$ cat src/rtl/timedate_pkg.sv
// Shared field map, encodings and helpers for the BCD time/date counter.
// Bit positions match the 44-bit timeAndDate vector used by source and display.
package timedate_pkg;

  localparam int SEC_LO_LSB  = 0;
  localparam int SEC_LO_MSB  = 3;
  localparam int SEC_HI_LSB  = 4;
  localparam int SEC_HI_MSB  = 6;
  localparam int MIN_LO_LSB  = 7;
  localparam int MIN_LO_MSB  = 10;
  localparam int MIN_HI_LSB  = 11;
  localparam int MIN_HI_MSB  = 13;
  localparam int HOUR_LO_LSB = 14;
  localparam int HOUR_LO_MSB = 17;
  localparam int HOUR_HI_LSB = 18;
  localparam int HOUR_HI_MSB = 19;
  localparam int DAY_LO_LSB  = 20;
  localparam int DAY_LO_MSB  = 23;
  localparam int DAY_HI_LSB  = 24;
  localparam int DAY_HI_MSB  = 25;
  localparam int MON_LO_LSB  = 26;
  localparam int MON_LO_MSB  = 29;
  localparam int MON_HI      = 30;
  localparam int YEAR_LO_LSB = 31;
  localparam int YEAR_LO_MSB = 34;
  localparam int YEAR_HI_LSB = 35;
  localparam int YEAR_HI_MSB = 38;
  localparam int WDAY_LSB    = 39;
  localparam int WDAY_MSB    = 41;
  localparam int TZ_LSB      = 42;
  localparam int TZ_MSB      = 43;

  typedef enum logic [2:0] {
    WD_NONE = 3'd0, MON = 3'd1, TUE = 3'd2, WED = 3'd3,
    THU = 3'd4, FRI = 3'd5, SAT = 3'd6, SUN = 3'd7
  } weekday_t;

  typedef enum logic [7:0] {
    LEN28 = 8'h28, LEN29 = 8'h29, LEN30 = 8'h30, LEN31 = 8'h31
  } month_len_t;

  // 00:00:00, 2000-01-01, Saturday, timezone 0
  localparam logic [43:0] TIMEDATE_RESET =
    {2'b00, SAT, 8'h00, 5'h01, 6'h01, 6'h00, 7'h00, 7'h00};

  // One BCD digit step: returns {carry, digit}; digits at or above lim wrap to 0.
  function automatic logic [4:0] bcd_step(input logic [3:0] d, input logic [3:0] lim,
                                          input logic en);
    if (!en) return {1'b0, d};
    if (d >= lim) return 5'b1_0000;
    return {1'b0, d + 4'd1};
  endfunction

endpackage

$ cat src/rtl/month_length.sv
// Combinational BCD day count for a BCD month/year; Feb is 29 in years divisible
// by 4 only when TIMEDATE_LEAPYEAR_EN is defined, otherwise always 28.
module month_length
  import timedate_pkg::*;
(
  input  logic [4:0] month,
  input  logic [7:0] year,
  output logic [7:0] days
);

  logic [7:0] feb_len;

`ifdef TIMEDATE_LEAPYEAR_EN
  logic leap;
  logic unused_year_hi;

  // divisible by 4 in BCD: even tens with 0/4/8, odd tens with 2/6
  assign leap = year[4] ? (year[3:0] == 4'd2 || year[3:0] == 4'd6)
                        : (year[3:0] == 4'd0 || year[3:0] == 4'd4 || year[3:0] == 4'd8);
  assign unused_year_hi = ^year[7:5];
  assign feb_len = leap ? LEN29 : LEN28;
`else
  logic unused_year;

  assign unused_year = ^year;
  assign feb_len = LEN28;
`endif

  always_comb begin
    days = LEN31;
    case (month)
      5'h02:                      days = feb_len;
      5'h04, 5'h06, 5'h09, 5'h11: days = LEN30;
      default:                    days = LEN31;
    endcase
  end

endmodule

$ cat src/rtl/time_date_counter.sv
// BCD clock/calendar register: load or advance by one second per secTick, full
// carry chain in one cycle; leap years honoured when TIMEDATE_LEAPYEAR_EN is defined.
module time_date_counter
  import timedate_pkg::*;
(
  input  logic        clk,
  input  logic        reset,
  input  logic        secTick,
  input  logic        load,
  input  logic [43:0] timeAndDate_In,
  output logic [43:0] timeAndDate_Out,
  output logic        minuteStrobe
);

  logic [43:0] tad;
  logic [43:0] nxt;
  logic [7:0]  mlen;
  logic [4:0]  r;
  logic        sec_wrap;
  logic        hour_carry;
  logic        day_carry;
  logic        mon_carry;
  logic        year_carry;
  logic [2:0]  wd;

  month_length u_month_length (
    .month ({tad[MON_HI], tad[MON_LO_MSB:MON_LO_LSB]}),
    .year  ({tad[YEAR_HI_MSB:YEAR_HI_LSB], tad[YEAR_LO_MSB:YEAR_LO_LSB]}),
    .days  (mlen)
  );

  // nxt is always the "tick" successor of tad; the register picks it only on secTick
  always_comb begin
    nxt        = tad;
    day_carry  = 1'b0;
    mon_carry  = 1'b0;
    year_carry = 1'b0;
    wd         = tad[WDAY_MSB:WDAY_LSB];

    r = bcd_step(tad[SEC_LO_MSB:SEC_LO_LSB], 4'd9, 1'b1);
    nxt[SEC_LO_MSB:SEC_LO_LSB] = r[3:0];
    r = bcd_step({1'b0, tad[SEC_HI_MSB:SEC_HI_LSB]}, 4'd5, r[4]);
    nxt[SEC_HI_MSB:SEC_HI_LSB] = r[2:0];
    sec_wrap = r[4];

    r = bcd_step(tad[MIN_LO_MSB:MIN_LO_LSB], 4'd9, sec_wrap);
    nxt[MIN_LO_MSB:MIN_LO_LSB] = r[3:0];
    r = bcd_step({1'b0, tad[MIN_HI_MSB:MIN_HI_LSB]}, 4'd5, r[4]);
    nxt[MIN_HI_MSB:MIN_HI_LSB] = r[2:0];
    hour_carry = r[4];

    if (hour_carry) begin
      if (tad[HOUR_HI_MSB:HOUR_HI_LSB] > 2'd2 ||
          (tad[HOUR_HI_MSB:HOUR_HI_LSB] == 2'd2 && tad[HOUR_LO_MSB:HOUR_LO_LSB] >= 4'd3)) begin
        nxt[HOUR_HI_MSB:HOUR_HI_LSB] = 2'd0;
        nxt[HOUR_LO_MSB:HOUR_LO_LSB] = 4'd0;
        day_carry = 1'b1;
      end else begin
        r = bcd_step(tad[HOUR_LO_MSB:HOUR_LO_LSB], 4'd9, 1'b1);
        nxt[HOUR_LO_MSB:HOUR_LO_LSB] = r[3:0];
        nxt[HOUR_HI_MSB:HOUR_HI_LSB] = tad[HOUR_HI_MSB:HOUR_HI_LSB] + {1'b0, r[4]};
      end
    end

    if (day_carry) begin
      if ({2'b00, tad[DAY_HI_MSB:DAY_HI_LSB], tad[DAY_LO_MSB:DAY_LO_LSB]} >= mlen) begin
        nxt[DAY_HI_MSB:DAY_HI_LSB] = 2'd0;
        nxt[DAY_LO_MSB:DAY_LO_LSB] = 4'd1;
        mon_carry = 1'b1;
      end else begin
        r = bcd_step(tad[DAY_LO_MSB:DAY_LO_LSB], 4'd9, 1'b1);
        nxt[DAY_LO_MSB:DAY_LO_LSB] = r[3:0];
        nxt[DAY_HI_MSB:DAY_HI_LSB] = tad[DAY_HI_MSB:DAY_HI_LSB] + {1'b0, r[4]};
      end
      // weekday 0 is treated as Sunday so it recovers to Monday
      nxt[WDAY_MSB:WDAY_LSB] = (wd == 3'd0 || wd >= SUN) ? MON : wd + 3'd1;
    end

    if (mon_carry) begin
      if ({3'b000, tad[MON_HI], tad[MON_LO_MSB:MON_LO_LSB]} >= 8'h12) begin
        nxt[MON_HI] = 1'b0;
        nxt[MON_LO_MSB:MON_LO_LSB] = 4'd1;
        year_carry = 1'b1;
      end else begin
        r = bcd_step(tad[MON_LO_MSB:MON_LO_LSB], 4'd9, 1'b1);
        nxt[MON_LO_MSB:MON_LO_LSB] = r[3:0];
        nxt[MON_HI] = tad[MON_HI] | r[4];
      end
    end

    r = bcd_step(tad[YEAR_LO_MSB:YEAR_LO_LSB], 4'd9, year_carry);
    nxt[YEAR_LO_MSB:YEAR_LO_LSB] = r[3:0];
    r = bcd_step(tad[YEAR_HI_MSB:YEAR_HI_LSB], 4'd9, r[4]);
    nxt[YEAR_HI_MSB:YEAR_HI_LSB] = r[3:0];

    nxt[TZ_MSB:TZ_LSB] = tad[TZ_MSB:TZ_LSB];
  end

  always_ff @(posedge clk or posedge reset) begin
    if (reset) begin
      tad          <= TIMEDATE_RESET;
      minuteStrobe <= 1'b0;
    end else if (load) begin
      tad          <= timeAndDate_In;
      minuteStrobe <= 1'b0;
    end else if (secTick) begin
      tad          <= nxt;
      minuteStrobe <= sec_wrap;
    end else begin
      minuteStrobe <= 1'b0;
    end
  end

  assign timeAndDate_Out = tad;

endmodule
$ cat config.mk
export PLATFORM = sky130hd
export DESIGN_NAME = time_date_counter
export DESIGN_NICKNAME = d
export VERILOG_FILES = /design/src/rtl/timedate_pkg.sv /design/src/rtl/month_length.sv /design/src/rtl/time_date_counter.sv
export SDC_FILE = /design/constraint.sdc
export NUM_CORES = 1
export LEC_CHECK = 0
export BUFFER_PORTS_ARGS = -buffer_cell sky130_fd_sc_hd__buf_2
export CORE_ASPECT_RATIO = 0.5
export CORE_UTILIZATION = 30
export CTS_BUF_LIST = sky130_fd_sc_hd__clkbuf_8
export CTS_CLUSTER_DIAMETER = 30
export CTS_CLUSTER_SIZE = 14
export DETAILED_ROUTE_END_ITERATION = 8
export PLACE_DENSITY = 0.56
export SLEW_MARGIN = 20
export SYNTH_ARGS = -nofsm -noshare
export SYNTH_HDL_FRONTEND = slang
export SYNTH_SLANG_ARGS = --single-unit
export TNS_END_PERCENT = 100
$ cat constraint.sdc
create_clock -name clk -period 6.1 [get_ports clk]
set_input_delay 1.22 -clock clk [delete_from_list [all_inputs] [get_ports clk]]
set_output_delay 1.22 -clock clk [all_outputs]
set_load 0.05 [all_outputs]
==> impl_metrics.csv, run 1 <==
group,metric,value,unit
place,dp_slack,2670,ps
global_routing,grt_pass1_vias,2891,
drt,dr.pass1.iters,4,
global_routing,grt_pass1_wl,14.0,mm
sta,tightest_slew,989,ps
power_and_ir_drop,p_comb_frac,0.344,
worst_setup_path,r2r_slack,2830,ps
synthesis,netlist_area,0.00312,sq mm
floorplanning,start_util,0.320,
power_and_ir_drop,swShare,0.412,
worst_setup_path,r2r-end,"timeAndDate_Out[29]$_DFFE_PP0P_",
clocking,ctsResizeCount,0,
status,status,"finished, final reports clean",
worst_setup_path,endpoint_kind,"flop",
sta,fin_ws,2830,ps
worst_setup_path,critPathKind,"flop to flop",
synthesis,yosys.cell_types.count,58,
worst_setup_path,reg2reg_depth,11,
hold_path,hold_class,"flop to flop",
worst_setup_path,cp-endpoint,"timeAndDate_Out[29]$_DFFE_PP0P_",
power_and_ir_drop,cellLeakagePower,1.84,nW
floorplanning,rows,25,
finish,final_common_cell,"buf_2",
place,placed_cells,572,
drt,wirelength,8.37,mm
floorplanning,die_w,146,um
floorplanning,die_h,74.1,um
clocking,clockRootBuffer,"clkbuf_8",
drt,vias,2931,
worst_setup_path,worstSetupStartpoint,"timeAndDate_Out[26]$_DFFE_PP1P_",
flow_run,maxCapViolations,0,
hold_path,min_from,"timeAndDate_Out[43]$_DFFE_PP0P_",
global_routing,gr-total-overflow,0,
finish,nets,526,
clocking,cts_setup_buffers,0,
global_routing,track_usage,0.160,
clocking,numCtsBuffers,5,
sta,setup_viol,0,
synthesis,synth-main-ff-cell,"dfrtp_1",
worst_setup_path,start_kind,"flop",
worst_setup_path,critical_path_required,6300,ps
synthesis,ys_seq_area_frac,0.362,
sta,fin_setup_tns,0,ps
place,gp_congestion,0.763,
sta,rsz0062_at_grt,"no",
global_routing,grt_antenna_before_repair,0,
finish,antenna_cells,0,
sta,period_needed,3270,ps
power_and_ir_drop,ir_drop,0.0796,mV
power_and_ir_drop,p_int,0.527,mW
drt,final_antenna_net_count,0,
worst_setup_path,crit-reg2reg-launch,"timeAndDate_Out[26]$_DFFE_PP1P_",
synthesis,synth_edf_count,0,
finish,syn_to_final_growth,22.3,%
clocking,cts_tree,"done",
synthesis,synth_warnings,0,
clocking,clk_pin_slew,90,ps
worst_setup_path,worstPathArrival,3470,ps
power_and_ir_drop,power_frac_clock,0.240,
sta,fmaxAchievable,0.305,GHz
drt,drc,0,
power_and_ir_drop,power_density,235,mW/mm^2
finish,layout_common_cells,"92 x buf_2, 41 x nand2_1, 41 x dfrtp_1",
sta,relSlewSlack,0.335,
finish,stdcell_count,580,
synthesis,synthArstFlopShare,1.00,
floorplanning,core_area,0.00976,sq mm
synthesis,synth.avg_cell_area,8.80,sq um
sta,fin_skew,8.94,ps
floorplanning,io_pins,93,
place,port_buffers,92,
sta,hold_viol,0,
drt,routed_via_density,5.05,
drt,drt_iter0_drc,143,
power_and_ir_drop,p_seq_frac,0.416,
floorplanning,dieArea,0.0108,sq mm
synthesis,syn_nets,437,
global_routing,grt_max_degree,59,
clocking,cts_buffer_depth,2,
clocking,cts_num_sinks,45,
sta,period_share,0.537,
place,hpwl,6.00,mm
clocking,clk_latency,310,ps
power_and_ir_drop,switching_power,0.370,mW
clocking,ctsHoldBuffers,0,
synthesis,syn_inst,355,
worst_setup_path,cp_max_fo,9,
drt,wl_per_cell,14.4,um
sta,slew_viol_final,0,
finish,drive_gt1_frac,0.276,
synthesis,ys_seq_elements,45,
clocking,htree_levels,2,
[synthesized netlist by cell type (5+ instances only)]
master | n | area share
a21oi_1 | 12 | 0.019
a31oi_1 | 10 | 0.020
clkbuf_1 | 10 | 0.012
dfrtp_1 | 41 | 0.33
ha_1 | 34 | 0.14
inv_1 | 31 | 0.037
mux2i_1 | 6 | 0.019
nand2_1 | 41 | 0.049
nand3_1 | 16 | 0.026
nand4_1 | 9 | 0.018
nor2_1 | 21 | 0.025
nor3_1 | 7 | 0.011
o211ai_1 | 8 | 0.019
o21ai_0 | 29 | 0.046
o31ai_1 | 5 | 0.012
[kinds of logic after synthesis]
group,Yosys count,synth area share
xor gates and xnor gates,1,0.00280
buffers and inverters,45,0.0569
AOI/OAI and AO/OA,98,0.212
DFF,45,0.362
muxes,9,0.0300
adders and majority gates,34,0.136
and+or+nand+nor,123,0.200
[layout make-up]
cell class              count  area, sq um
fillers                  1049         5940
multi-input cells         265         1810
flip-flops and latches     45         1130
repair buffers             95          483
well taps                 135          169
inverters                  32          120
clock buffers               7         96.3
clock inverters             1         5.00
[worst min-delay path by stage]
stage                                                 end  slack, ps  cells past startpoint
final                     timeAndDate_Out[43]$_DFFE_PP0P_        500                      1
after global routing      timeAndDate_Out[42]$_DFFE_PP0P_        530                      1
after CTS                 timeAndDate_Out[43]$_DFFE_PP0P_        510                      1
after detailed placement  timeAndDate_Out[43]$_DFFE_PP0P_        490                      1
after global placement    timeAndDate_Out[43]$_DFFE_PP0P_        490                      1
after floorplan           timeAndDate_Out[40]$_DFFE_PP1P_        610                      2
[sequential cells by signal, summed over array words and instances, names as in the netlist]
signal	cells
minuteStrobe	1
timeAndDate_Out	44
[critical path, cell delays in order (launching register included)]
cell     delay [ps]
dfstp_2         610
inv_1            80
ha_1            240
a21oi_1         130
nor3_1           60
a31oi_1         150
ha_1            250
or4b_2          660
a22o_1          230
nand4_1         370
nor4_1          120
a211o_1         280
[power by group through the flow]
stage	logic, mW	registers [mW]	clock network (mW)
5_1_grt	0.341	0.379	0.234
3_5_place_dp	0.311	0.379	0
2_1_floorplan	0.130	0.472	0
4_1_cts	0.312	0.373	0.226
6_report	0.309	0.373	0.215
3_3_place_gp	0.308	0.379	0
[through the flow]
step	util	instance area [sq um]	hold slack (ps)	power [mW]
floorplan	-	3120	614	0.602
global placement	0.381	3720	485	0.687
detailed placement	0.381	3720	490	0.690
CTS	0.391	3820	511	0.911
global route	0.391	3820	530	0.955
finish	0.391	3820	504	0.897
[routing by layer]
metal | up-vias | share of wire | GRT usage
met5 | - | 0 | 0
met1 | 1407 | 0.50 | 0.209
met3 | 2 | 0.045 | 0.0448
li1 | 1478 | - | -
met4 | 0 | 0.0041 | 0.0405
met2 | 44 | 0.45 | 0.267
Power figures use the tool's default switching activity.
==> inputs of run 2 (changes only) <==
==> constraint.sdc (replaced) <==
create_clock -name clk -period 3.2 [get_ports clk]
set_input_delay 0.64 -clock clk [delete_from_list [all_inputs] [get_ports clk]]
set_output_delay 0.64 -clock clk [all_outputs]
set_load 0.05 [all_outputs]
==> run 2 against run 1 <==
  * Clock skew decreased by 0.52 ps
  * Cell count up 0.86%
  * Wire length is 1.9% higher
  * Register-to-register slack got worse by 2600 ps
  * Highest routed layer unchanged
  * Sequential share of layout area decreased by 0.31 points
  * Largest power group unchanged
  * Critical path depth shrank 2
  * Worst setup slack worse by 2600 ps
==> impl_metrics.csv, run 2 (same netlist as run 1, synthesis figures left out) <==
group,metric,value,unit
global_routing,gr-total-overflow,0,
drt,wl_per_cell,14.6,um
sta,rsz0062_at_grt,"no",
finish,multiInputGateArea,0.00182,sq mm
floorplanning,start_util,0.320,
floorplanning,die_w,146,um
finish,seq_area,0.00113,sq mm
finish,nets,531,
drt,wirelength,8.53,mm
clocking,htree_levels,2,
drt,drt_iter0_drc,116,
clocking,clk_pin_slew,90,ps
finish,stdcell_count,585,
finish,syn_to_final_growth,23.7,%
sta,fin_skew,8.43,ps
floorplanning,rows,25,
power_and_ir_drop,ir_drop,0.128,mV
worst_setup_path,worstPathArrival,3220,ps
finish,layout_common_cells,"92 x buf_2, 41 x nand2_1, 40 x dfrtp_1",
floorplanning,core_area,0.00976,sq mm
finish,nFillCells,1039,
sta,tightest_slew,1050,ps
floorplanning,die_h,74.1,um
worst_setup_path,start_kind,"flop",
floorplanning,io_pins,93,
place,gp_congestion,0.810,
clocking,numCtsBuffers,5,
sta,period_share,0.945,
finish,stdcell_area,0.00386,sq mm
place,placed_cells,575,
sta,setup_viol,0,
worst_setup_path,cp_slowest_stage_delay,830,ps
hold_path,hold_class,"input port to async pin",
worst_setup_path,critPathKind,"flop to flop",
place,port_buffers,92,
worst_setup_path,r2r_slack,180,ps
finish,largest_reg_flops,44,
global_routing,grt_pass1_wl,14.3,mm
sta,hold_viol,0,
power_and_ir_drop,cellLeakagePower,1.86,nW
place,place_area,0.00374,sq mm
drt,routed_via_density,5.01,
finish,drive_gt1_frac,0.284,
power_and_ir_drop,power,1.69,mW
sta,fin_setup_tns,0,ps
flow_run,maxCapViolations,0,
drt,drc,0,
finish,antenna_cells,0,
sta,period_needed,3020,ps
global_routing,track_usage,0.167,
global_routing,grt_antenna_before_repair,0,
worst_setup_path,cp_max_fo,9,
power_and_ir_drop,power_density,437,mW/mm^2
clocking,cts_buffer_depth,2,
clocking,clockRootBuffer,"clkbuf_8",
global_routing,grt_pass1_vias,2848,
place,hpwl,6.24,mm
global_routing,grt_max_degree,46,
sta,fmaxAchievable,0.331,GHz
sta,hold_ws,488,ps
worst_setup_path,timing.critical_path.cells,"inv_1, ha_1, and3_1, ha_1, and3_1, a22oi_2, nor4_2, o21ai_0, a211o_1",
floorplanning,dieArea,0.0108,sq mm
clocking,cts_num_sinks,45,
clocking,cts_tree,"done",
worst_setup_path,path_delay_family,"simple AND/OR/NAND/NOR gates",
drt,vias,2929,
drt,dr.pass1.iters,4,
worst_setup_path,endpoint_kind,"flop",
clocking,clk_latency,310,ps
worst_setup_path,critical_path_required,3390,ps
sta,relSlewSlack,0.297,
drt,final_antenna_net_count,0,
worst_setup_path,cp_num_buf_inv,1,
sta,slew_viol_final,0,
worst_setup_path,slowest_stage,"nor4_2",
finish,final_common_cell,"buf_2",
status,status,"finished, final reports clean",
==> run 2: power by group <==
group          internal (mW)  switching (mW)  total (mW)
combinational          0.185           0.412       0.597
sequential             0.628          0.0817       0.709
clock                  0.171           0.210       0.381
==> run 2: worst register-to-register path, stage by stage, from the launching register on <==
cell	delay (ps)
dfstp_2	530
inv_1	50
ha_1	230
and3_1	190
ha_1	310
and3_1	190
a22oi_2	90
nor4_2	830
o21ai_0	170
a211o_1	320
==> run 2: metal layers <==
metal / vias up / GRT usage / wire length [um]
met2: 46 / 0.280 / 3910
li1: 1490 / - / -
met1: 1388 / 0.223 / 4250
met4: 0 / 0.0382 / 57
met5: - / 0 / 0
met3: 5 / 0.0356 / 307
==> run 2: cell type report <==
class / count / area share
multi-input combinational: 265 / 0.471
sequential: 45 / 0.293
timing repair buffer: 100 / 0.138
tap: 135 / 0.0437
inverter: 32 / 0.0311
clock buffer: 6 / 0.0214
clock inverter: 2 / 0.00194
==> run 2: final timing paths <==
path,startpoint,endpoint,depth (start not counted)
worst max-delay path,timeAndDate_Out[26]$_DFFE_PP1P_,timeAndDate_Out[29]$_DFFE_PP0P_,9
worst min-delay path,reset,timeAndDate_Out[1]$_DFFE_PP0P_,3
worst max register to register,timeAndDate_Out[26]$_DFFE_PP1P_,timeAndDate_Out[29]$_DFFE_PP0P_,9
worst min register to register,timeAndDate_Out[42]$_DFFE_PP0P_,timeAndDate_Out[42]$_DFFE_PP0P_,1
max in group asynchronous,reset,timeAndDate_Out[27]$_DFFE_PP0P_,3
min in group clk,timeAndDate_Out[42]$_DFFE_PP0P_,timeAndDate_Out[42]$_DFFE_PP0P_,1
==> run 2: timing repair <==
action / 4_1_cts / 5_1_grt
hold buffers: 0 / 0
setup buffers: 0 / 2
resized for setup: 0 / 2
endpoints found under the setup margin: 0 / 9
==> run 2: metrics by stage <==
step                      setup slack, ps  utilization
final                                 177        0.396
after floorplan                      60.9            -
after detailed placement              131        0.383
after global placement                176        0.383
after CTS                             121        0.392
after global routing                 8.35        0.396
==> inputs of run 3 (changes only) <==
--- a/config.mk
+++ b/config.mk
@@ -6,13 +6,15 @@
 export NUM_CORES = 1
 export LEC_CHECK = 0
 export BUFFER_PORTS_ARGS = -buffer_cell sky130_fd_sc_hd__buf_2
+export CELL_PAD_IN_SITES_DETAIL_PLACEMENT = 1
+export CELL_PAD_IN_SITES_GLOBAL_PLACEMENT = 2
 export CORE_ASPECT_RATIO = 0.5
 export CORE_UTILIZATION = 30
 export CTS_BUF_LIST = sky130_fd_sc_hd__clkbuf_8
 export CTS_CLUSTER_DIAMETER = 30
 export CTS_CLUSTER_SIZE = 14
 export DETAILED_ROUTE_END_ITERATION = 8
-export PLACE_DENSITY = 0.56
+export PLACE_DENSITY = 0.85
 export SLEW_MARGIN = 20
 export SYNTH_ARGS = -nofsm -noshare
 export SYNTH_HDL_FRONTEND = slang
==> run 3 against run 2 <==
  * Register-to-register slack got worse by 70 ps
  * Die area unchanged
  * Wire length up 6.1%
  * Sequential cell count stayed put
  * Clock-buffer cell count decreased by 1
  * Fmax decreased by 2.3%
  * Core utilization rose by 0.12 points
  * Cell count grew 0.68%
  * Combinational power rose by 2%
  * Critical path type unchanged
  * Clock skew is 0.95 ps lower
==> impl_metrics.csv, run 3 (same netlist as run 1, synthesis figures left out) <==
group,metric,value,unit
finish,seq_area,0.00113,sq mm
clocking,cts_buffer_depth,2,
floorplanning,rows,25,
finish,stdcell_count,589,
place,port_buffers,92,
clocking,clk_latency,300,ps
sta,setup_viol,0,
drt,drc,0,
drt,wirelength,9.05,mm
worst_setup_path,cp_max_fo,5,
power_and_ir_drop,p_int,0.965,mW
power_and_ir_drop,power_frac_clock,0.211,
drt,final_antenna_net_count,0,
finish,multiInputGateArea,0.00182,sq mm
hold_path,hold_class,"input port to async pin",
place,hpwl,6.81,mm
finish,nFillCells,1203,
global_routing,grt_max_degree,46,
global_routing,grt_pass1_vias,3110,
place,gp_congestion,0.780,
sta,relSlewSlack,0.352,
sta,period_needed,3090,ps
global_routing,track_usage,0.176,
finish,utilization,0.397,
worst_setup_path,cp_num_buf_inv,2,
sta,tightest_slew,965,ps
worst_setup_path,crit-reg2reg-launch,"timeAndDate_Out[26]$_DFFE_PP1P_",
global_routing,grt_antenna_before_repair,0,
finish,nets,535,
drt,wl_per_cell,15.4,um
worst_setup_path,worstSetupStartpoint,"timeAndDate_Out[26]$_DFFE_PP1P_",
worst_setup_path,path_delay_family,"simple AND/OR/NAND/NOR gates",
clocking,numCtsBuffers,5,
status,status,"finished, final reports clean",
worst_setup_path,r2r_slack,110,ps
power_and_ir_drop,p_comb_frac,0.363,
sta,hold_viol,0,
finish,final_common_cell,"buf_2",
floorplanning,start_util,0.320,
power_and_ir_drop,swShare,0.422,
drt,drt_iter0_drc,102,
finish,layout_common_cells,"92 x buf_2, 41 x nand2_1, 40 x dfrtp_1",
worst_setup_path,cp_slowest_stage_delay,650,ps
floorplanning,io_pins,93,
floorplanning,dieArea,0.0108,sq mm
power_and_ir_drop,ir_drop,0.152,mV
floorplanning,core_area,0.00976,sq mm
clocking,cts_tree,"done",
worst_setup_path,start_kind,"flop",
worst_setup_path,endpoint_kind,"flop",
clocking,htree_levels,2,
worst_setup_path,cp-endpoint,"timeAndDate_Out[30]$_DFFE_PP0P_",
drt,routed_via_density,5.13,
worst_setup_path,timing.critical_path.cells,"inv_1, ha_1, a21oi_1, nor3_1, a31oi_1, ha_1, or4b_2, a22o_1, nand4_1, buf_6, o21ai_0, o21ai_0",
worst_setup_path,slowest_stage,"or4b_2",
sta,fin_skew,7.48,ps
finish,drive_gt1_frac,0.291,
clocking,clk_pin_slew,90,ps
worst_setup_path,crit_cells,12,
drt,vias,3023,
floorplanning,die_h,74.1,um
worst_setup_path,reg2reg_depth,12,
flow_run,maxCapViolations,0,
finish,syn_to_final_growth,24.1,%
place,placed_cells,578,
power_and_ir_drop,p_seq_frac,0.425,
power_and_ir_drop,cellLeakagePower,1.87,nW
power_and_ir_drop,switching_power,0.705,mW
worst_setup_path,critical_path_required,3410,ps
sta,period_share,0.967,
global_routing,gr-total-overflow,0,
worst_setup_path,worstPathArrival,3310,ps
floorplanning,die_w,146,um
finish,largest_reg_flops,44,
sta,fmaxAchievable,0.323,GHz
worst_setup_path,r2r-end,"timeAndDate_Out[30]$_DFFE_PP0P_",
clocking,cts_num_sinks,45,
clocking,clockRootBuffer,"clkbuf_8",
finish,antenna_cells,0,
worst_setup_path,critPathKind,"flop to flop",
sta,slew_viol_final,0,
power_and_ir_drop,power_density,431,mW/mm^2
drt,dr.pass1.iters,4,
global_routing,grt_pass1_wl,15.1,mm
-- run 3: cell count changes in the layout (fill, tap and decap cells not counted), sizes merged --
cell    change
inv         -1
buf         +4
clkbuf      -1
clkinv      +2
-- run 3: final cells by class --
class / count / share of cell area
inverters: 32 / 0.0313
well taps: 135 / 0.0436
multi-input cells: 265 / 0.469
clock inverters: 3 / 0.00323
flip-flops and latches: 45 / 0.292
clock buffers: 5 / 0.0178
repair buffers: 104 / 0.143
-- run 3: worst min path at each step --
stage                                          from                         endpoint  slack [ps]  cells past startpoint
finish                                        reset  timeAndDate_Out[39]$_DFFE_PP0P_         460                      2
global route                      timeAndDate_In[9]   timeAndDate_Out[9]$_DFFE_PP0P_         520                      2
CTS                 timeAndDate_Out[42]$_DFFE_PP0P_  timeAndDate_Out[42]$_DFFE_PP0P_         520                      1
detailed placement  timeAndDate_Out[42]$_DFFE_PP0P_  timeAndDate_Out[42]$_DFFE_PP0P_         500                      1
global placement    timeAndDate_Out[43]$_DFFE_PP0P_  timeAndDate_Out[43]$_DFFE_PP0P_         480                      1
floorplan           timeAndDate_Out[40]$_DFFE_PP1P_  timeAndDate_Out[40]$_DFFE_PP1P_         610                      2
-- run 3: worst register-to-register path, stage by stage (launching register included) --
cell	delay, ps
dfstp_2	550
inv_1	60
ha_1	200
a21oi_1	140
nor3_1	50
a31oi_1	160
ha_1	260
or4b_2	650
a22o_1	220
nand4_1	210
buf_6	160
o21ai_0	110
o21ai_0	240
-- run 3: what timing repair did --
item                                    CTS  global route
endpoints found under the setup margin    0             6
resized for setup                         0             3
setup buffers                             0             3
hold buffers                              0             0
-- run 3: per-stage QoR --
stage / hold WS, ps / setup TNS (ps) / setup slack (ps) / cell area, sq um / total power, mW
finish: 456 / 0 / 105 / 3870 / 1.67
global route: 516 / -19.7 / -19.7 / 3870 / 1.79
CTS: 515 / 0 / 106 / 3840 / 1.70
detailed placement: 495 / 0 / 127 / 3760 / 1.33
global placement: 483 / 0 / 230 / 3760 / 1.32
floorplan: 614 / 0 / 60.9 / 3120 / 1.15
-- run 3: power groups by stage --
stage | sequential [mW] | clock [mW] | combinational [mW]
final | 0.710 | 0.353 | 0.607
after global routing | 0.722 | 0.396 | 0.671
after CTS | 0.711 | 0.375 | 0.615
after detailed placement | 0.721 | 0 | 0.612
after global placement | 0.720 | 0 | 0.603
after floorplan | 0.900 | 0 | 0.248
-- run 3: layer usage --
metal / vias up / wire (um) / global-route usage
li1: 1496 / - / -
met1: 1473 / 4560 / 0.233
met2: 46 / 4110 / 0.298
met3: 8 / 288 / 0.0350
met4: 0 / 91 / 0.0463
met5: - / 0 / 0
